**src/rtl/acc_tx_bytes_if.sv**
```systemverilog
// Byte-stream bundle between the accumulator snapshot serializer and the TX path.
// master = serializer side, slave = control/transmit side.
interface acc_tx_bytes_if #(
  parameter int DB = 16
);
  logic          Inicio;
  logic [DB-1:0] Entrada;
  logic          ListoSalida;
  logic [7:0]    Salida;
  logic          ValidSalida;
  logic          Ocupado;
  logic          Fin;

  modport master (
    input  Inicio, Entrada, ListoSalida,
    output Salida, ValidSalida, Ocupado, Fin
  );

  modport slave (
    output Inicio, Entrada, ListoSalida,
    input  Salida, ValidSalida, Ocupado, Fin
  );
endinterface

```
**src/rtl/acc_tx_bytes.sv**
```systemverilog
// Snapshots a DB-bit accumulator on Inicio and streams it LSB byte first over valid/ready.
// Optional trailing XOR checksum byte when ACC_TX_CHECKSUM_EN is defined.
module acc_tx_bytes #(
  parameter int DB = 16
) (
  input  logic           clk,
  input  logic           reset,
  acc_tx_bytes_if.master bus
);
  localparam int NBYTES = (DB + 7) / 8;
  localparam int W      = 8 * NBYTES;
`ifdef ACC_TX_CHECKSUM_EN
  localparam int NTOT   = NBYTES + 1;
`else
  localparam int NTOT   = NBYTES;
`endif
  localparam int CW     = (NTOT > 1) ? $clog2(NTOT) : 1;
  localparam logic [CW-1:0] LAST_IDX = CW'(NTOT - 1);

  typedef enum logic [1:0] {
    S_IDLE,
    S_SEND,
    S_FIN
  } state_t;

  state_t         r_state, w_state_next;
  logic [W-1:0]   r_shift, w_shift_next;
  logic [CW-1:0]  r_cnt, w_cnt_next;
  logic [7:0]     r_salida, w_salida_next;
  logic           r_valid, w_valid_next;
  logic           r_ocupado, w_ocupado_next;
  logic           r_fin, w_fin_next;

  logic [W-1:0]   w_ent_ext;
  logic [W-1:0]   w_shift_dn;
  logic           w_hs;

  assign w_ent_ext  = W'(bus.Entrada);
  assign w_shift_dn = r_shift >> 8;
  assign w_hs       = r_valid && bus.ListoSalida;

`ifdef ACC_TX_CHECKSUM_EN
  localparam logic [CW-1:0] DATA_LAST = CW'(NBYTES - 1);
  logic [7:0] r_csum, w_csum_next;

  always_ff @(posedge clk or posedge reset) begin
    if (reset) begin
      r_csum <= 8'h00;
    end else begin
      r_csum <= w_csum_next;
    end
  end
`endif

  always_ff @(posedge clk or posedge reset) begin
    if (reset) begin
      r_state   <= S_IDLE;
      r_shift   <= '0;
      r_cnt     <= '0;
      r_salida  <= 8'h00;
      r_valid   <= 1'b0;
      r_ocupado <= 1'b0;
      r_fin     <= 1'b0;
    end else begin
      r_state   <= w_state_next;
      r_shift   <= w_shift_next;
      r_cnt     <= w_cnt_next;
      r_salida  <= w_salida_next;
      r_valid   <= w_valid_next;
      r_ocupado <= w_ocupado_next;
      r_fin     <= w_fin_next;
    end
  end

  always_comb begin
    w_state_next   = r_state;
    w_shift_next   = r_shift;
    w_cnt_next     = r_cnt;
    w_salida_next  = r_salida;
    w_valid_next   = r_valid;
    w_ocupado_next = r_ocupado;
    w_fin_next     = 1'b0;
`ifdef ACC_TX_CHECKSUM_EN
    w_csum_next    = r_csum;
`endif
    case (r_state)
      S_IDLE: begin
        w_salida_next  = 8'h00;
        w_valid_next   = 1'b0;
        w_ocupado_next = 1'b0;
        if (bus.Inicio) begin
          w_shift_next   = w_ent_ext;
          w_cnt_next     = '0;
          w_salida_next  = w_ent_ext[7:0];
          w_valid_next   = 1'b1;
          w_ocupado_next = 1'b1;
          w_state_next   = S_SEND;
`ifdef ACC_TX_CHECKSUM_EN
          w_csum_next    = 8'h00;
`endif
        end
      end
      S_SEND: begin
        // Without a handshake every output simply holds its registered value.
        if (w_hs) begin
          if (r_cnt == LAST_IDX) begin
            w_valid_next  = 1'b0;
            w_salida_next = 8'h00;
            w_fin_next    = 1'b1;
            w_state_next  = S_FIN;
          end else begin
            w_shift_next  = w_shift_dn;
            w_cnt_next    = r_cnt + 1'b1;
            w_salida_next = w_shift_dn[7:0];
`ifdef ACC_TX_CHECKSUM_EN
            w_csum_next   = r_csum ^ r_salida;
            if (r_cnt == DATA_LAST) begin
              w_salida_next = r_csum ^ r_salida;
            end
`endif
          end
        end
      end
      S_FIN: begin
        w_ocupado_next = 1'b0;
        w_state_next   = S_IDLE;
      end
      default: begin
        w_state_next   = S_IDLE;
        w_valid_next   = 1'b0;
        w_ocupado_next = 1'b0;
        w_salida_next  = 8'h00;
      end
    endcase
  end

  assign bus.Salida      = r_salida;
  assign bus.ValidSalida = r_valid;
  assign bus.Ocupado     = r_ocupado;
  assign bus.Fin         = r_fin;
endmodule
```
**src/flat_wrapper.sv**
```systemverilog
// flat-port wrapper written by rule: the top's interface ports become plain ports
module acc_tx_bytes_flat 
#(
  parameter int DB = 16
)
  (clk, reset, bus_Inicio, bus_Entrada, bus_ListoSalida, bus_Salida, bus_ValidSalida, bus_Ocupado, bus_Fin);
  acc_tx_bytes_if #(.DB(DB)) bus_i ();
  input  logic clk;
  input  logic reset;
  input wire logic [$bits(bus_i.Inicio)-1:0] bus_Inicio;
  input wire logic [$bits(bus_i.Entrada)-1:0] bus_Entrada;
  input wire logic [$bits(bus_i.ListoSalida)-1:0] bus_ListoSalida;
  output wire logic [$bits(bus_i.Salida)-1:0] bus_Salida;
  output wire logic [$bits(bus_i.ValidSalida)-1:0] bus_ValidSalida;
  output wire logic [$bits(bus_i.Ocupado)-1:0] bus_Ocupado;
  output wire logic [$bits(bus_i.Fin)-1:0] bus_Fin;
  assign bus_i.Inicio = bus_Inicio;
  assign bus_i.Entrada = bus_Entrada;
  assign bus_i.ListoSalida = bus_ListoSalida;
  assign bus_Salida = bus_i.Salida;
  assign bus_ValidSalida = bus_i.ValidSalida;
  assign bus_Ocupado = bus_i.Ocupado;
  assign bus_Fin = bus_i.Fin;
  acc_tx_bytes #(.DB(DB)) u_core (.clk(clk), .reset(reset), .bus(bus_i));
endmodule
```
**config.mk**
```make
export PLATFORM = sky130hd
export DESIGN_NAME = acc_tx_bytes_flat
export DESIGN_NICKNAME = d
export VERILOG_FILES = /design/src/rtl/acc_tx_bytes_if.sv /design/src/rtl/acc_tx_bytes.sv /design/src/flat_wrapper.sv
export SDC_FILE = /design/constraint.sdc
export NUM_CORES = 1
export LEC_CHECK = 0
export BUFFER_PORTS_ARGS = -buffer_cell sky130_fd_sc_hd__buf_2
export CAP_MARGIN = 0
export CORE_UTILIZATION = 52
export DETAILED_ROUTE_END_ITERATION = 10
export PLACE_DENSITY_LB_ADDON = 0.08
export SLEW_MARGIN = 20
export SYNTH_ARGS = -nofsm -noshare
export SYNTH_HDL_FRONTEND = slang
export SYNTH_SLANG_ARGS = --single-unit
```
**constraint.sdc**
```tcl
create_clock -name clk -period 2.7 [get_ports clk]
set_input_delay 0.135 -clock clk [delete_from_list [all_inputs] [get_ports clk]]
set_output_delay 0.135 -clock clk [all_outputs]
set_load 0.02 [all_outputs]
```
==> run metrics, run 1 <==
GP Congestion=0.730; H-Tree Depth=1; Crit Path Category=flop to flop; fill count=155; Pwr Total=1.32 mW; WHS=0.0438 ns; CP arrival=1.96 ns; Netlist Area Pre-Place=988 um^2; adder-cell share of the synthesized area=0%; PostCTS Resize Cnt=0; final hold viol count=0; vias in the first global route=around 620; share of cells above drive strength 1=37.6%; # hold bufs at CTS=1; dpl ws=1.02 ns; P_leak=0.606 nW; first-pass GRT wire length=2700 um; initial antenna violation count=0; max_cap viols=0; worst r2r src=u_core.r_state[1]$_DFFE_PP0P_; Die ar.=2080 um^2; Setup Fix Bufs, Post-CTS=0; status=completed; Crit. Startpoint=u_core.r_state[1]$_DFFE_PP0P_; Gate Count Post-Synth=77; worst min path class=input port to flop; Core Area=1750 um^2; Root Driver=clkbuf_4; post-route ant nets=0; GRT overflow=0; CP Launch Type=flop; setup TNS=0 ns; synthesized net count=97; initial core utilization=56.6%; largest net degree at the start of global routing=23; final setup margin=0.997 ns; fin crit share=63.1%; Netlist cell types=25; routed wire length=1750 um; final setup violation count=0; Area growth, synth to finish=21.0%; CP Cell Sequence=nor3b_2 > a22o_1 > mux2_2; Worst EP required=2.95 ns; Yosys Warn Count=0; GR Util met1=28.7%; final routed DRC violation total=0; num ports=31; routed via count=718; die width=between 40 and 50 um; slew margin rel.=a little under half; Clock Skew=0.00284 ns; CTS Buf Count=3; number of cell rows=15; first drt pass iteration count=4; Bufs on Longest Clock Path=2; unrepaired setup endpoints after global routing=false; largest family of logic cells by synthesized area=compound AO/OA/AOI/OAI gates; CTS sink cnt=22; global-route usage over all layers=18.5%; Critical-path top delay cell=nor3b_2; Die Y=about 46 um; post-synthesis mux area share=6.84%; Antenna Cells=0; port bufs=30; grt peak-use layer=met1; dpl cells=129; min-delay src=bus_Entrada[15]; Layout Nets=130; CP Buf/Inv Count=0; PD cells=between 1000 and 1500 nW/um^2; cell family with most CP delay=simple AND/OR/NAND/NOR gates; Global Route met2 Usage=25.1%; DPL Wire Length=1290 um; mean routed wirelength per cell=between 10 and 15 um; Final Max Slew Viols=0; routed vias/inst=5.36; syn_area_per_cell=12.8 um^2; CTS tree=yes; Worst setup EP type=flop; synthesized flop and latch total=22; Max VDD drop=0.000668 V; Clock transition at path regs=~0.12 ns; Achievable Freq=587 MHz; final std cells w/o fill=about 130; initial DRC count=12; slew of the pin with the lowest slew margin=0.802 ns; clk_lat worst skew=0.30 ns; XOR/XNOR share of the synthesized area=0%; min cycle time layout=roughly 1.7 ns; CP max stage delay=a little over 0.7 ns; register area share after synthesis=55.7%; crit path max fanout=14; Compound-Gate Fraction of Synth Area=a little under a quarter; GR met3 Demand/Resource=2.38%; Simple-Gate Fraction of Synth Area=about 11%
## synth_stat cells
| library cell | n | area [um^2] |
|---|---|---|
| a21oi_1 | 3 | 15.0 |
| a21oi_4 | 1 | 16.3 |
| a22o_1 | 17 | 149 |
| a31oi_1 | 1 | 6.26 |
| and4b_1 | 1 | 10.0 |
| buf_2 | 1 | 5.00 |
| buf_6 | 1 | 11.3 |
| clkbuf_1 | 1 | 3.75 |
| dfrtp_1 | 22 | 551 |
| inv_1 | 3 | 11.3 |
| mux2_1 | 4 | 45.0 |
| mux2_2 | 2 | 22.5 |
| nand2_1 | 2 | 7.51 |
| nand2b_1 | 1 | 6.26 |
| nand3_1 | 1 | 5.00 |
| nand3b_1 | 1 | 7.51 |
| nor2_1 | 2 | 7.51 |
| nor2b_1 | 3 | 18.8 |
| nor2b_2 | 1 | 8.76 |
| nor3b_1 | 2 | 15.0 |
| nor3b_2 | 2 | 25.0 |
| o21ai_0 | 1 | 5.00 |
| o21bai_1 | 1 | 7.51 |
| o21bai_2 | 1 | 11.3 |
| o2bb2ai_1 | 2 | 17.5 |
## worst reg2reg max path, stage by stage (launching register included)
cell	delay (ns)
dfrtp_1	0.54
nor3b_2	0.72
a22o_1	0.26
mux2_2	0.14
## metrics by stage
stage / instance area (um^2) / utilization, %
finish: 1200 / 68.5
global route: 1200 / 68.5
CTS: 1200 / 68.5
detailed placement: 1150 / 65.9
global placement: 1150 / 65.9
floorplan: 988 / -
## placed cells by master, fill, tap and decap left out
cell type and n:
clkbuf_4 3, o21bai_2 1, nor2b_2 1, nand2b_1 1, buf_2 30, mux2_1 4
nand2_1 2, dlygate4sd3_1 1, a31oi_1 1, o2bb2ai_1 2, inv_1 3, nand3b_1 1
nand3_1 1, and4b_1 1, nor2b_1 3, a22o_1 17, a21oi_4 1, dfrtp_1 22
nor3b_1 2, a21oi_1 3, mux2_2 2, o21ai_0 1, nor3b_2 2, clkbuf_8 1
nor2_1 2, o21bai_1 1
## cells by family (layout without fill, tap and decap cells)
logic type,after synthesis,after routing
buffers and inverters,6,38
flip-flops,22,22
AO/OA/AOI/OAI,27,27
multiplexers,6,6
AND/OR/NAND/NOR,16,16
## registers in the layout, summed over array words and instances, names as in the netlist
signal                  count
u_core.bus.Salida           8
u_core.r_state              2
u_core.r_shift              8
u_core.bus.Ocupado          1
u_core.r_cnt                1
u_core.bus.Fin              1
u_core.bus.ValidSalida      1
## final cells by class
cell class                 count  area (um^2)  area share [%]
multi-input combinational     49          407            34.0
clock buffer                   4         36.3            3.03
timing repair buffer          31          160            13.4
inverter                       3         11.3           0.941
sequential                    22          551            46.0
tap                           25         31.3            2.62
## path summary, 6_finish.rpt
check	end	slack (ns)	cells past startpoint
hold reg to reg	u_core.bus.Salida[4]$_DFFE_PP0P_	0.49	1
max in group asynchronous	u_core.bus.Fin$_DFF_PP0_	1.69	3
min in group asynchronous	u_core.bus.Salida[0]$_DFFE_PP0P_	0.51	3
setup / recovery	u_core.bus.Salida[1]$_DFFE_PP0P_	1.0	3
setup reg to reg	u_core.bus.Salida[1]$_DFFE_PP0P_	1.0	3
hold / removal	u_core.r_shift[15]$_DFFE_PP0P_	0.04	2
## routing by layer
metal | wire length, um | vias to the layer above
met5 | 0 | -
met4 | 27 | 0
met3 | 78 | 4
met2 | 734 | 21
met1 | 907 | 340
li1 | - | 353
## power by group
part | switching, mW | internal, mW
sequential | 0.121 | 0.470
combinational | 0.287 | 0.268
clock | 0.0951 | 0.0823
total | 0.503 | 0.820
Note: power is estimated with default switching activity, not from simulation.
==> run 2, diff against run 1 <==
--- a/config.mk
+++ b/config.mk
@@ -7,7 +7,7 @@
 export LEC_CHECK = 0
 export BUFFER_PORTS_ARGS = -buffer_cell sky130_fd_sc_hd__buf_2
 export CAP_MARGIN = 0
-export CORE_UTILIZATION = 52
+export CORE_UTILIZATION = 44
 export DETAILED_ROUTE_END_ITERATION = 10
 export PLACE_DENSITY_LB_ADDON = 0.08
 export SLEW_MARGIN = 20
==> constraint.sdc (replaced) <==
create_clock -name clk -period 1.5 [get_ports clk]
set_input_delay 0.075 -clock clk [delete_from_list [all_inputs] [get_ports clk]]
set_output_delay 0.075 -clock clk [all_outputs]
set_load 0.02 [all_outputs]
==> run metrics, run 2 (synthesized netlist as in run 1, its figures left out) <==
Crit Path Category=flop to flop (unchanged); first drt pass iteration count=4 (unchanged); CTS Buf Count=3 (unchanged); PD cells=1940 nW/um^2 (was 1110 nW/um^2); Area growth, synth to finish=34.8% (was 21.0%); routed wire length=2000 um (was 1750 um); status=completed (unchanged); global-route usage over all layers=19.3% (was 18.5%); post-route ant nets=0 (unchanged); Worst R2R Setup Slack=0.08 ns (was 1.0 ns); PostCTS Resize Cnt=0 (unchanged); port bufs=30 (unchanged); final setup margin=0.0762 ns (was 0.997 ns); worst r2r src=u_core.r_state[0]$_DFFE_PP0P_ (was u_core.r_state[1]$_DFFE_PP0P_); hold path depth=3 (was 2); initial core utilization=48.4% (was 56.6%); max_cap viols=0 (unchanged); vias in the first global route=719 (was 617); Antenna Cells=0 (unchanged); Worst setup EP type=flop (unchanged); GP Congestion=0.775 (was 0.730); Worst EP required=1.70 ns (was 2.95 ns); final instance area=1330 um^2 (was 1200 um^2); min-delay src=bus_Inicio (was bus_Entrada[15]); most common cell after layout, fill and taps aside=buf_2 (unchanged); routed vias/inst=5.33 (was 5.36); CTS tree=yes (unchanged); Final Max Slew Viols=0 (unchanged); H-Tree Depth=1 (unchanged); crit path max fanout=8 (was 14); Bufs on Longest Clock Path=2 (unchanged); Clock Skew=0.00239 ns (was 0.00284 ns); number of cell rows=16 (was 15); DPL Wire Length=1430 um (was 1290 um); Achievable Freq=702 MHz (was 587 MHz); final setup violation count=0 (unchanged); slew of the pin with the lowest slew margin=0.364 ns (was 0.802 ns); setup TNS=0 ns (unchanged); first-pass GRT wire length=3510 um (was 2700 um); R2R Path End=u_core.bus.Salida[1]$_DFFE_PP0P_ (unchanged); worst min path class=input port to flop (unchanged); Layout Nets=143 (was 130); P_leak=0.671 nW (was 0.606 nW); num ports=31 (unchanged); Core Area=2040 um^2 (was 1750 um^2); largest net degree at the start of global routing=23 (unchanged); share of cells above drive strength 1=37.7% (was 37.6%); final hold viol count=0 (unchanged); Root Driver=clkbuf_4 (unchanged); CP Launch Type=flop (unchanged); Pwr Total=2.59 mW (was 1.32 mW); die width=49.4 um (was 45.6 um); final routed DRC violation total=0 (unchanged); initial antenna violation count=0 (unchanged); GRT overflow=0 (unchanged); mean routed wirelength per cell=13.4 um (was 13.0 um); commonest non-fill, non-tap cells in the layout=buf_2, dfrtp_1, a22o_1 (unchanged); Die ar.=2440 um^2 (was 2080 um^2); Layout Utilization=65.3% (was 68.5%); initial DRC count=23 (was 12); dpl cells=136 (was 129); unrepaired setup endpoints after global routing=false (unchanged); min cycle time layout=1.42 ns (was 1.70 ns); dpl ws=0.0997 ns (was 1.02 ns); Die Y=49.4 um (was 45.6 um); routed via count=794 (was 718); fin crit share=94.9% (was 63.1%); clk_lat worst skew=0.30 ns (about the same); R2R depth=3 (unchanged); CTS sink cnt=22 (unchanged); final std cells w/o fill=149 (was 134); hold path endpoint=u_core.r_cnt$_DFFE_PP0P_ (was u_core.r_shift[15]$_DFFE_PP0P_); slew margin rel.=75.6% (was 46.5%); Clock transition at path regs=0.12 ns (about the same); Max VDD drop=0.000975 V (was 0.000668 V); CP arrival=1.62 ns (was 1.96 ns); WHS=0.0853 ns (was 0.0438 ns); Post-DP Area=1190 um^2 (was 1150 um^2)
## run 2: changes by cell type in the layout (fill, tap and decap cells not counted), sizes merged
cell / delta
buf: +5
clkbuf: -1
bufinv: +1
dlygate4sd3: +8
## run 2: repair_timing
item,in CTS,in global routing
buffers inserted,0,0
endpoints found under the setup margin,0,0
hold buffers,9,0
hold endpoints to repair,30,0
## run 2: cell type report
class | count | area (um^2)
sequential | 22 | 551
multi-input combinational | 49 | 407
timing repair buffer | 44 | 278
inverter | 3 | 11.3
tap | 27 | 33.8
fill | 175 | 709
clock inverter | 1 | 30.0
clock buffer | 3 | 22.5
## run 2: critical path, cell delays in order, from the launching register on
cell and delay [ns]:
dfrtp_1 0.46, nor2b_1 0.19, a21oi_4 0.30, mux2_2 0.38
## run 2: routing by layer
| metal | global-route usage (%) | up-vias | routed length [um] |
|---|---|---|---|
| li1 | - | 382 | - |
| met1 | 29.3 | 383 | 975 |
| met2 | 26.9 | 27 | 921 |
| met3 | 2.80 | 2 | 89 |
| met4 | 8.57 | 0 | 14 |
| met5 | 0 | - | 0 |
## run 2: worst max path at each step
stage | from | end | slack (ns) | cells past startpoint
finish | u_core.r_state[0]$_DFFE_PP0P_ | u_core.bus.Salida[1]$_DFFE_PP0P_ | 0.08 | 3
global route | u_core.r_state[0]$_DFFE_PP0P_ | u_core.r_shift[13]$_DFFE_PP0P_ | 0.02 | 4
CTS | u_core.r_state[0]$_DFFE_PP0P_ | u_core.bus.Salida[1]$_DFFE_PP0P_ | 0.08 | 3
detailed placement | u_core.r_state[0]$_DFFE_PP0P_ | u_core.bus.Salida[1]$_DFFE_PP0P_ | 0.1 | 3
global placement | u_core.r_state[0]$_DFFE_PP0P_ | u_core.bus.Salida[7]$_DFFE_PP0P_ | 0.13 | 3
floorplan | u_core.bus.ValidSalida$_DFFE_PP0P_ | u_core.bus.Salida[1]$_DFFE_PP0P_ | 0.14 | 3
## run 2: report_power, final
part           internal (mW)  leakage [nW]  switching [mW]
Sequential             0.847         0.282           0.191
Clock                  0.270        0.0279           0.180
Combinational          0.536         0.361           0.567
Total                   1.65         0.671           0.937
